[src/rtl/serial_addsub.sv]
// Multi-cycle adder/subtractor: sums a WIDTH-bit pair DIGIT bits per clock, LSD first,
// with a start/ready/done handshake plus carry-out and signed-overflow flags.
module serial_addsub #(
  parameter int WIDTH = 16,
  parameter int DIGIT = 4
) (
  input  logic             clk,
  input  logic             rst_n,
  input  logic             start,
  input  logic             sub,
  input  logic             cin,
  input  logic [WIDTH-1:0] a,
  input  logic [WIDTH-1:0] b,
  output logic             ready,
  output logic             busy,
  output logic             done,
  output logic [WIDTH-1:0] s,
  output logic             cout,
  output logic             ovf
);

  localparam int NDIG = WIDTH / DIGIT;
  localparam int KW   = (NDIG > 1) ? $clog2(NDIG) : 1;
  localparam logic [KW-1:0] K_LAST = KW'(NDIG - 1);
  localparam logic [WIDTH-1:0] DIG_MASK = WIDTH'({DIGIT{1'b1}});

  typedef enum logic [1:0] {IDLE, RUN, DONE} state_t;

  state_t           state_q, state_d;
  logic [WIDTH-1:0] a_q, a_d;
  logic [WIDTH-1:0] b_q, b_d;     // operand B already inverted for subtraction
  logic             carry_q, carry_d;
  logic [KW-1:0]    k_q, k_d;
  logic [WIDTH-1:0] sum_q, sum_d;
  logic [WIDTH-1:0] s_q, s_d;
  logic             cout_q, cout_d;
  logic             ovf_q, ovf_d;

  int               off;
  logic [DIGIT-1:0] a_dig, b_dig;
  logic [DIGIT:0]   dig_sum;

  always_ff @(posedge clk) begin
    if (!rst_n) begin
      state_q <= IDLE;
      a_q     <= '0;
      b_q     <= '0;
      carry_q <= 1'b0;
      k_q     <= '0;
      sum_q   <= '0;
      s_q     <= '0;
      cout_q  <= 1'b0;
      ovf_q   <= 1'b0;
    end else begin
      state_q <= state_d;
      a_q     <= a_d;
      b_q     <= b_d;
      carry_q <= carry_d;
      k_q     <= k_d;
      sum_q   <= sum_d;
      s_q     <= s_d;
      cout_q  <= cout_d;
      ovf_q   <= ovf_d;
    end
  end

  always_comb begin
    state_d = state_q;
    a_d     = a_q;
    b_d     = b_q;
    carry_d = carry_q;
    k_d     = k_q;
    sum_d   = sum_q;
    s_d     = s_q;
    cout_d  = cout_q;
    ovf_d   = ovf_q;

    off     = int'(k_q) * DIGIT;
    a_dig   = DIGIT'(a_q >> off);
    b_dig   = DIGIT'(b_q >> off);
    dig_sum = {1'b0, a_dig} + {1'b0, b_dig} + {{DIGIT{1'b0}}, carry_q};

    unique case (state_q)
      IDLE: begin
        if (start) begin
          a_d     = a;
          b_d     = sub ? ~b : b;
          carry_d = sub ? 1'b1 : cin;
          k_d     = '0;
          state_d = RUN;
        end
      end
      RUN: begin
        sum_d   = (sum_q & ~(DIG_MASK << off)) | (WIDTH'(dig_sum[DIGIT-1:0]) << off);
        carry_d = dig_sum[DIGIT];
        k_d     = k_q + 1'b1;
        if (k_q == K_LAST) begin
          s_d     = sum_d;
          cout_d  = dig_sum[DIGIT];
          ovf_d   = (a_q[WIDTH-1] == b_q[WIDTH-1]) && (sum_d[WIDTH-1] != a_q[WIDTH-1]);
          state_d = DONE;
        end
      end
      DONE: state_d = IDLE;
      default: state_d = IDLE;
    endcase
  end

  assign ready = (state_q == IDLE);
  assign busy  = (state_q == RUN);
  assign done  = (state_q == DONE);
  assign s     = s_q;
  assign cout  = cout_q;
  assign ovf   = ovf_q;

endmodule

[config.mk]
export PLATFORM = sky130hd
export DESIGN_NAME = serial_addsub
export DESIGN_NICKNAME = d
export VERILOG_FILES = /design/src/rtl/serial_addsub.sv
export SDC_FILE = /design/constraint.sdc
export NUM_CORES = 1
export LEC_CHECK = 0
export ABC_AREA = 1
export BUFFER_PORTS_ARGS = -buffer_cell sky130_fd_sc_hd__buf_4
export CAP_MARGIN = 20
export CORE_ASPECT_RATIO = 0.6
export CORE_UTILIZATION = 62
export CTS_BUF_LIST = sky130_fd_sc_hd__clkbuf_4
export DETAILED_ROUTE_END_ITERATION = 8
export PLACE_DENSITY = 0.87
export SETUP_SLACK_MARGIN = 0.02
export SYNTH_ARGS = -nofsm -noshare
export SYNTH_HDL_FRONTEND = slang
export SYNTH_SLANG_ARGS = --single-unit
export TNS_END_PERCENT = 30
[constraint.sdc]
create_clock -name clk -period 4.89 [get_ports clk]
set_clock_uncertainty 0.05 [all_clocks]
set_input_delay 0.978 -clock clk [delete_from_list [all_inputs] [get_ports clk]]
set_output_delay 0.978 -clock clk [all_outputs]
set_load 0.01 [all_outputs]
## Yosys cells after proc, flatten, opt, wreduce, memory -nomap -nowiden

Index checks and enable logic that the tools add are counted.

- Flip-flop bits (word level): 71
- Bits in latches: 0
- Bits in writable memories: 0
- ROM bits: 0
- Input bits: 37
- Output and inout port bits: 21
- Memories: 0

- Add/subtract/negate cells: 3
- Multipliers: 0
- Divide/modulo/power cells: 0
- Magnitude comparators: 0
- Eq/ne operators: 7
- Shifts and indexed selects: 4
- Mux-type cells: 9
- Bitwise operators: 4
- Reduce and logical (&&, ||, !) cells: 7

Operators by type and width:

| kind | number |
|---|---|
| inverter 16 bit | 2 |
| >> shifter 16 x 4 -> 4 bit | 2 |
| AND 16 bit | 1 |
| two-way mux 16 bit | 1 |
| bitwise OR 16 bit | 1 |
| << shifter 4 x 4 -> 16 bit | 1 |
| << shifter 4 x 4 -> 16 bit, first input constant | 1 |
| one-hot mux 2 bit (2 select lines) | 2 |
| AND reduction 2 bit | 4 |
| two-way mux 2 bit | 3 |
| adder 4 x 4 -> 5 bit | 1 |
| adder 5 x 1 -> 5 bit | 1 |
| == test 2 bit, second input constant | 2 |
| adder 2 x 1 -> 2 bit, second input constant | 1 |
| == test 2 x 1 -> 1 bit, second input constant | 1 |
| zero test 2 bit | 1 |
| two-way mux 1 bit | 2 |
| != test 2 x 1 -> 1 bit, second input constant | 1 |
| != test 2 bit, second input constant | 1 |
| one-hot mux 1 bit (2 select lines) | 1 |
| nonzero test 2 bit | 1 |
| == test 1 bit | 1 |
| logical AND 1 bit | 1 |
| != test 1 bit | 1 |

## Longest topological paths before layout

Gate-level depths: netlist of run 1.

- Depth after elaboration: 7
- Gate-level depth with buffers: 15
- Depth with buffers taken out: 13

## Worst setup path before layout of run 1

OpenSTA, ideal clock, no wires.

- Kind: register to register
- From: reg k_q[1]
- To: reg sum_q[6]
- Setup time: 115 ps
- Arrival time: 2,448 ps
- Data required time: 4,725 ps
- Setup slack: 2,277 ps
- Stages on the path, launching flop included: 13
- Buffers on the path: 2
- Clock period less this slack: 2,613 ps
- Path through: dfxtp_1 -> buf_4 -> clkinv_1 -> buf_2 -> o21ai_0 -> o22ai_1 -> fa_1 -> fa_1 -> or2_2 -> nand3_1 -> o22ai_1 -> o21ai_0 -> inv_1

- Word-level cells in the longest chain between the ends: 5

RTL lines:

| what | line | RTL |
|---|---|---|
| start: declaration | 33 | `logic [KW-1:0] k_q, k_d;` |
| start signal: assignment | 59 | `k_q <= k_d;` |
| >> shifter 16 x 4 -> 4 bit (on tied branches) | 79, 80 |  |
| adder 4 x 4 -> 5 bit | 81 | `dig_sum = {1'b0, a_dig} + {1'b0, b_dig} + {{DIGIT{1'b0}}, carry_q};` |
| adder 5 x 1 -> 5 bit | 81 |  |
| << shifter 4 x 4 -> 16 bit | 94 | `sum_d = (sum_q & ~(DIG_MASK << off)) \| (WIDTH'(dig_sum[DIGIT-1:0]) << off);` |
| bitwise OR 16 bit * | 94 |  |
| end signal: assignment | 60 | `sum_q <= sum_d;` |
| end: declaration | 34 | `logic [WIDTH-1:0] sum_q, sum_d;` |

Every way passes the cells marked *; elsewhere a longest branch is shown, timed or not.
A chain may end at the register's enable or synchronous reset.

## Final worst setup path of run 1

- From: reg k_q[0]
- To: reg s_q[6] (netlist: s[6])

- Word-level cells in the longest chain between the ends: 5

RTL lines:

| what | line | RTL |
|---|---|---|
| >> shifter 16 x 4 -> 4 bit (on tied branches) | 79, 80 |  |
| adder 4 x 4 -> 5 bit | 81 |  |
| adder 5 x 1 -> 5 bit | 81 |  |
| << shifter 4 x 4 -> 16 bit | 94 |  |
| bitwise OR 16 bit | 94 |  |
| end signal: assignment | 51 | `s_q <= '0;` |
| end signal: assignment | 61 | `s_q <= s_d;` |
| end: declaration | 35 | `logic [WIDTH-1:0] s_q, s_d;` |

Parallel ways exist; a longest one is shown, timed or not.

==> flow_summary.ini, run 1 <==
[status]
run_status = complete, no violations

[global_routing]
grt_max_degree = 48
global_route.usage.met1_pct = 41.7
grt_use_met3_pct = 7.61
grt_first_pass_wirelength_um = 12000
gr-max-usage-layer = met2
met2_usage_pct = 43.8
grt_overflow = 0
grt_pass1_vias = 2520
grt_usage_pct = 29.6
grt_antenna_before_repair = 0

[drt]
wl_um = 7500
drcViolationCount = 0
wl_per_cell_um = 14.3
vias = 2937
ant_nets = 0
via_per_inst = 5.59
drt_iter0_markers = 257
drt_pre_antenna_iters = 5

[layout]
fin_util_pct = 77.6
syn_to_final_growth_pct = 15.1
nets = 503
antennaDiodeCount = 0
drive_above_1_share_pct = 17.3

[yosys]
synth-edff-count = 0
synthFlopType = dfxtp_1
syn_area_per_cell_um2 = 7.72
ys_seq_area_share_pct = 42.3
syn_nets = 463
synth_top_area_share_pct = 42.3
yosysMostFrequentCell = nor2_1
yosys.cell_types.count = 35
synthTopCellsByArea = dfxtp_1 42%, nor2_1 9.8%, o21ai_0 8.9%, inv_1 4.5%, xnor2_1 4.1%
yosys_warnings = 0
yosys.area.top_type = dfxtp_1
synth_async_sr_flop_share_pct = 0
synth_common_cells = 84 x nor2_1, 68 x dfxtp_1, 57 x o21ai_0, 39 x inv_1, 25 x nand2_1
ys_ff_latch = 68
synthesis.instances = 417
syn_area_um2 = 3220

[pwr]
power_density_nw_per_um2 = 340
vdd_ir_drop_max_v = 0.000242
leakage_nw = 1.70

[timing]
fin_setup_tns_ns = 0
worstMarginPinSlew_ns = 0.738
relSlewSlack_pct = 50.8
period_share_pct = 73.0
final-setup-viol-count = 0
fmaxAchievable_mhz = 280
fin_hold_ws_ns = 0.418
drv_slew = 0
finalHoldViolations = 0
fin_crit_ns = 3.57
rsz0062_at_grt = no

[worst_setup_path]
crit_path_end_kind = register
cp-start-kind = register
worstPathArrival_ns = 3.83
cp.required_ns = 5.15
critPathMaxFanout = 25
path_class = register to register

[clock_network]
postCtsHoldBufs = 0
cts_sinks = 68
cts_resized = 0
insertion_delay_ns = 0.41
cts_buffer_depth = 2
htree_levels = 3
cts_tree = done
numCtsBuffers = 9
clockRootBuffer = clkbuf_4
clkTransAtPathRegs_ns = 0.10
postCtsSetupBuffers = 0

[floorplan]
core_area_um2 = 4780
die_area_um2 = 5500
initial_core_util_pct = 67.4
fp-row-count = 19
die_w_um = 95.0
io_pins = 58
die_h_um = 57.8

[place]
gp_congestion = 0.852
portBuffers = 57
hpwl_um = 5090

[min_path]
holdCritPathClass = register to register

[flow_run]
cap_violations = 0
power breakdown:
| part | switching [mW] | internal (mW) | total (mW) |
|---|---|---|---|
| sequential | 0.0274 | 0.590 | 0.618 |
| combinational | 0.146 | 0.0995 | 0.245 |
| clock | 0.190 | 0.208 | 0.398 |
| total | 0.363 | 0.898 | 1.26 |
logic make-up after synthesis:
logic type | synth area share [%]
simple gates | 15.6
xor+xnor | 4.35
buf+inv | 11.1
compound gates | 22.7
fa+ha+maj | 3.96
flops | 42.3
routing by layer:
layer | vias to the layer above | wire (µm)
li1 | 1454 | -
met1 | 1327 | 3600
met2 | 142 | 3100
met3 | 14 | 659
met4 | 0 | 138
met5 | - | 0
final timing paths:
kind / startpoint / endpoint / slack (ns) / cells past startpoint
worst min-delay path: s[12]$_SDFFE_PN0P_ / s[12]$_SDFFE_PN0P_ / 0.42 / 2
worst max register to register: k_q[0]$_SDFFE_PN0P_ / s[6]$_SDFFE_PN0P_ / 1.32 / 10
worst min register to register: s[12]$_SDFFE_PN0P_ / s[12]$_SDFFE_PN0P_ / 0.42 / 2
worst max-delay path: k_q[0]$_SDFFE_PN0P_ / s[6]$_SDFFE_PN0P_ / 1.32 / 10
sequential cells by signal (all words and copies together), names as in the netlist:
name,flops
a_q,16
b_q,16
s,16
sum_q,13
k_q,2
state_q,2
carry_q,1
cout,1
ovf,1
layout make-up:
class                   instances  area (µm²)
repair buffers                 58         443
flip-flops and latches         68        1360
fillers                       339        1070
clock buffers                  10        75.1
inverters                      44         170
multi-input cells             276        1500
well taps                      63        78.8
clock inverters                 6        78.8
critical path, stage by stage (launching register included):
cell	delay [ns]
dfxtp_1	0.81
inv_1	0.52
o21ai_0	0.32
o22ai_1	0.12
fa_1	0.44
fa_1	0.39
or2_2	0.32
nand3_1	0.11
o22ai_1	0.10
o21bai_1	0.22
inv_1	0.06
metrics by stage:
step / instances / setup WS, ns / area [µm²] / power (mW)
2_1_floorplan: 417 / 2.28 / 3220 / 0.806
3_3_place_gp: 508 / 1.59 / 3540 / 0.859
3_5_place_dp: 508 / 1.41 / 3540 / 0.868
4_1_cts: 524 / 1.37 / 3690 / 1.26
5_1_grt: 525 / 1.04 / 3710 / 1.33
6_report: 525 / 1.32 / 3710 / 1.26
placed cells by master, fill, tap and decap left out, drive strengths merged:
cell type	count
clkinvlp	1
a21oi	24
o21ai	64
clkinv	4
o21bai	6
nand3	6
xor2	1
dfxtp	68
a31oi	1
o22ai	17
nand2	26
bufinv	2
xnor2	15
a211oi	16
buf	58
clkbuf	10
o211ai	1
ha	7
nor2	86
inv	43
nand4	2
or2	2
fa	2
(Power assumes the default switching activity.)
==> inputs of run 2 (changes only) <==
- CORE_UTILIZATION: 62 -> 57
- PLACE_DENSITY: 0.87 -> 0.81
- clock period: 4.89 -> 3.51 ns (I/O delays scaled with it)
==> run 2 against run 1 <==
Effect of this change:
- setup slack got worse by 0.65 ns
- critical path type unchanged
- non-clock buffer count rose by 4
- die area up 8.5%
- total power grew 35%
- maximum frequency grew 26%
- sequential share of layout area about the same
==> flow_summary.ini, run 2 (synthesis results as in run 1) <==
[flow_run]
cap_violations = 0

[pwr]
power_density_nw_per_um2 = 460
power_mw = 1.71
vdd_ir_drop_max_v = 0.000259
leakage_nw = 1.71

[timing]
final-setup-viol-count = 0
finalHoldViolations = 0
drv_slew = 0
period_share_pct = 80.9
fin_setup_tns_ns = 0
fin_hold_ws_ns = 0.427
fmaxAchievable_mhz = 352
relSlewSlack_pct = 52.1
rsz0062_at_grt = no
worstMarginPinSlew_ns = 0.718
fin_crit_ns = 2.84

[drt]
wl_per_cell_um = 14.2
via_per_inst = 5.51
wl_um = 7570
drt_pre_antenna_iters = 5
vias = 2930
ant_nets = 0
drt_iter0_markers = 294
drcViolationCount = 0

[global_routing]
grt_usage_pct = 28.2
grt_antenna_before_repair = 0
grt_pass1_vias = 2641
grt_max_degree = 48
grt_overflow = 0
grt_first_pass_wirelength_um = 12600

[layout]
antennaDiodeCount = 0
nets = 507
drive_above_1_share_pct = 18.2
syn_to_final_growth_pct = 15.2
final_common_cell = nor2_1
fin_cells = 532
layout_common_cells = 84 x nor2_1, 68 x dfxtp_1, 62 x buf_4

[min_path]
holdCritPathClass = register to register
holdPathEnd = s[12]$_SDFFE_PN0P_
worstHoldPathCells = 2
worstHoldStart = s[12]$_SDFFE_PN0P_

[worst_setup_path]
crit_path_end_kind = register
r2r_end = sum_q[6]$_SDFFE_PN0P_
reg2reg_setup_slack_ns = 0.67
reg2reg_depth = 11
worstPathArrival_ns = 3.11
cp-start-kind = register
rr_startpoint = k_q[0]$_SDFFE_PN0P_
cp.required_ns = 3.78
path_class = register to register
critPathMaxFanout = 25

[place]
portBuffers = 57
gp_congestion = 0.859
dp_cells = 516
hpwl_um = 5530

[floorplan]
die_area_um2 = 5960
core_area_um2 = 5260
die_w_um = 99.0
io_pins = 58
die_h_um = 60.2
initial_core_util_pct = 61.3
fp-row-count = 20

[clock_network]
cts_sinks = 68
insertion_delay_ns = 0.42
cts_tree = done
postCtsHoldBufs = 0
clkTransAtPathRegs_ns = 0.11
htree_levels = 3
cts_buffer_depth = 2
postCtsSetupBuffers = 0
clockRootBuffer = clkbuf_4
cts_resized = 0
numCtsBuffers = 9

[status]
run_status = complete, no violations
## run 2: critical path, stage by stage, from the launching register on
cell and delay [ns]:
dfxtp_1 0.33, buf_4 0.25, inv_1 0.18, o21ai_0 0.24, o22ai_1 0.13, fa_1 0.44
fa_1 0.39, or2_2 0.31, nand3_1 0.11, o22ai_1 0.09, o21ai_0 0.17, inv_1 0.05
## run 2: routing by layer
metal,part of all wire (%),up-vias,wire length [µm],track usage (%)
li1,-,1459,-,-
met1,49,1333,3680,39.8
met2,41,123,3110,40.9
met3,8.9,15,676,9.47
met4,1.5,0,111,7.89
met5,0,-,0,0
## run 2: power by group
group	leakage, nW	switching (mW)	internal [mW]	total (mW)
logic	1.08	0.216	0.142	0.358
clock network	0.0712	0.277	0.218	0.495
registers	0.558	0.0304	0.823	0.853
total	1.71	0.524	1.18	1.71
## run 2: metrics by stage
stage	setup WS (ns)	util, %	instance area (µm²)
3_3_place_gp	0.889	68.1	3580
6_report	0.672	70.6	3710
3_5_place_dp	0.747	68.1	3580
2_1_floorplan	0.897	-	3220
4_1_cts	0.731	70.6	3710
5_1_grt	0.492	70.6	3710
## run 2: area by class of cell
| type | instances | area [µm²] |
|---|---|---|
| clock buffer | 10 | 75.1 |
| clock inverter | 6 | 55.1 |
| fill | 447 | 1550 |
| inverter | 44 | 170 |
| multi-input combinational | 276 | 1500 |
| sequential | 68 | 1360 |
| tap | 66 | 82.6 |
| timing repair buffer | 62 | 465 |
## run 2: worst max-delay path by stage
stage                                   start                    end  slack [ns]
after floorplan           k_q[1]$_SDFFE_PN0P_  sum_q[6]$_SDFFE_PN0P_        0.90
after global placement    k_q[0]$_SDFFE_PN0P_  sum_q[6]$_SDFFE_PN0P_        0.89
after detailed placement  k_q[0]$_SDFFE_PN0P_  sum_q[6]$_SDFFE_PN0P_        0.75
after CTS                 k_q[0]$_SDFFE_PN0P_  sum_q[6]$_SDFFE_PN0P_        0.73
after global routing      k_q[0]$_SDFFE_PN0P_  sum_q[6]$_SDFFE_PN0P_        0.49
final                     k_q[0]$_SDFFE_PN0P_  sum_q[6]$_SDFFE_PN0P_        0.67
==> inputs of run 3 (changes only) <==
- CORE_UTILIZATION: 57 -> 52
- PLACE_DENSITY: 0.81 -> 0.78
- clock period: 3.51 -> 2.5 ns (I/O delays scaled with it)
==> run 3 against run 2 <==
Effect of this change:
- sequential share of layout area shrank 0.99 points
- total power grew 48%
- cell count grew 3.6%
- flip-flop and latch count is the same
- register-to-register slack lost 0.58 ns
- worst hold slack lost 0.15 ns
- utilization shrank 4.5 points
- global-route usage shrank 2.5 points
- wire length grew 4.2%
- via count grew 1.4%
- clock power grew 63%
- sequential power grew 41%
- critical path type unchanged
- largest cell class unchanged
- highest routed layer unchanged
==> flow_summary.ini, run 3 (synthesis results as in run 1) <==
[layout]
drive_above_1_share_pct = 21.0
fin_cells = 551
syn_to_final_growth_pct = 18.6
fillers = 521
nets = 512
stdcell_area_um2 = 3820
antennaDiodeCount = 0
final_common_cell = nor2_1
fin_util_pct = 66.1
layout_common_cells = 84 x nor2_1, 67 x buf_4, 66 x dfxtp_1

[global_routing]
grt_usage_pct = 25.7
grt_first_pass_wirelength_um = 13000
grt_antenna_before_repair = 0
grt_overflow = 0
grt_max_degree = 39
grt_pass1_vias = 2650

[drt]
drt_iter0_markers = 266
via_per_inst = 5.39
wl_per_cell_um = 14.3
wl_um = 7890
drcViolationCount = 0
ant_nets = 0
drt_pre_antenna_iters = 5
vias = 2971

[clock_network]
insertion_delay_ns = 0.43
clkTransAtPathRegs_ns = 0.10
cts_buffer_depth = 2
postCtsHoldBufs = 0
numCtsBuffers = 9
cts_sinks = 68
clockRootBuffer = clkbuf_4
cts_tree = done
htree_levels = 3

[floorplan]
die_area_um2 = 6520
initial_core_util_pct = 55.7
fp-row-count = 21
core_area_um2 = 5780
die_w_um = 104
die_h_um = 63.0
io_pins = 58

[worst_setup_path]
worstPathArrival_ns = 2.67
critPathTopFamily = adder cells
cp.required_ns = 2.77
path_buf_inv = 2
cp_cell_sequence = buf_4 > nor2_1 > o22ai_1 > fa_2 > fa_1 > or2_2 > nand3_1 > o22ai_1 > o21ai_1 > inv_1
cpMostUsedCell = o22ai_1
max_stage_delay_ns = 0.39
r2r_end = sum_q[6]$_SDFFE_PN0P_
cp-start-kind = register
path_class = register to register
rr_startpoint = k_q[0]$_SDFFE_PN0P_
crit_path_end_kind = register
reg2reg_setup_slack_ns = 0.1
reg2reg_depth = 10
critPathMaxFanout = 11
cpMaxStageDelayCell = fa_1

[min_path]
worstHoldStart = a[7]
worstHoldPathCells = 3
holdPathEnd = a_q[7]$_SDFFE_PN0P_
holdCritPathClass = primary input to register

[pwr]
p_sw_mw = 0.737
vdd_ir_drop_max_v = 0.000281
power_frac_clock_pct = 31.9
internal_power_mw = 1.80
seqPwrFrac_pct = 47.4
comb_power_share_pct = 20.7
leakage_nw = 1.75
swShare_pct = 29.1
power_density_nw_per_um2 = 663
power_mw = 2.53

[timing]
fin_crit_ns = 2.40
relSlewSlack_pct = 59.4
rsz0062_at_grt = yes
worstMarginPinSlew_ns = 0.608
final-setup-viol-count = 0
fin_hold_ws_ns = 0.275
setup_slack_ns = 0.0968
drv_slew = 0
finalHoldViolations = 0
fmaxAchievable_mhz = 416
period_share_pct = 96.1
fin_setup_tns_ns = 0

[place]
portBuffers = 57
pre_cts_ws_ns = -0.101
gp_congestion = 0.936
hpwl_um = 5580
dp_cells = 534
dpl-instance-area_um2 = 3630

[flow_run]
cap_violations = 0

[status]
run_status = complete, no violations
-- run 3: cell count changes in the layout (fill, tap and decap cells not counted), moves of 2 or more --
cell / delta
dfxtp_2: +2
o22ai_2: +2
buf_4: +5
o21ai_0: -8
o21ai_1: +7
o22ai_1: -2
dfxtp_1: -2
-- run 3: area by class of cell --
cell class                 instances  area [µm²]  area share (%)
sequential                        68        1360            35.7
clock inverter                     5        76.3            2.00
multi-input combinational        276        1520            39.9
inverter                          44         171            4.49
tap                               80         100            2.62
timing repair buffer              67         503            13.2
clock buffer                      11        82.6            2.16
-- run 3: how the worst max path moves through the flow --
stage,slack (ns),depth (start not counted),endpoint,startpoint
5_1_grt,0.01,10,sum_q[6]$_SDFFE_PN0P_,k_q[1]$_SDFFE_PN0P_
3_5_place_dp,-0.10,10,sum_q[6]$_SDFFE_PN0P_,k_q[0]$_SDFFE_PN0P_
3_3_place_gp,0.12,10,sum_q[6]$_SDFFE_PN0P_,k_q[0]$_SDFFE_PN0P_
2_1_floorplan,0.03,11,sum_q[6]$_SDFFE_PN0P_,k_q[0]$_SDFFE_PN0P_
6_report,0.1,10,sum_q[6]$_SDFFE_PN0P_,k_q[0]$_SDFFE_PN0P_
4_1_cts,0.07,10,sum_q[6]$_SDFFE_PN0P_,k_q[0]$_SDFFE_PN0P_
-- run 3: power by group through the flow --
stage,combinational (mW),sequential (mW),clock [mW]
after floorplan,0.374,1.21,0
after global placement,0.479,1.22,0
after detailed placement,0.494,1.22,0
after CTS,0.499,1.20,0.819
after global routing,0.589,1.21,0.873
final,0.526,1.20,0.807
-- run 3: routing by layer --
metal  global-route usage [%]  vias up  wire [µm]
li1                         -     1480          -
met1                     38.0     1359       3960
met2                     34.9      117       3170
met3                     7.72       15        649
met4                     8.15        0        112
met5                        0        -          0
-- run 3: timing repair --
item                       in CTS  in global routing
setup endpoints to repair       6                 13
pin swaps                       0                  2
resized for setup               4                 11
buffers inserted                0                  1
-- run 3: worst min-delay path, cell delays in order --
cell     delay, ns
buf_4         0.08
o21ai_0       0.07
nor2_1        0.08
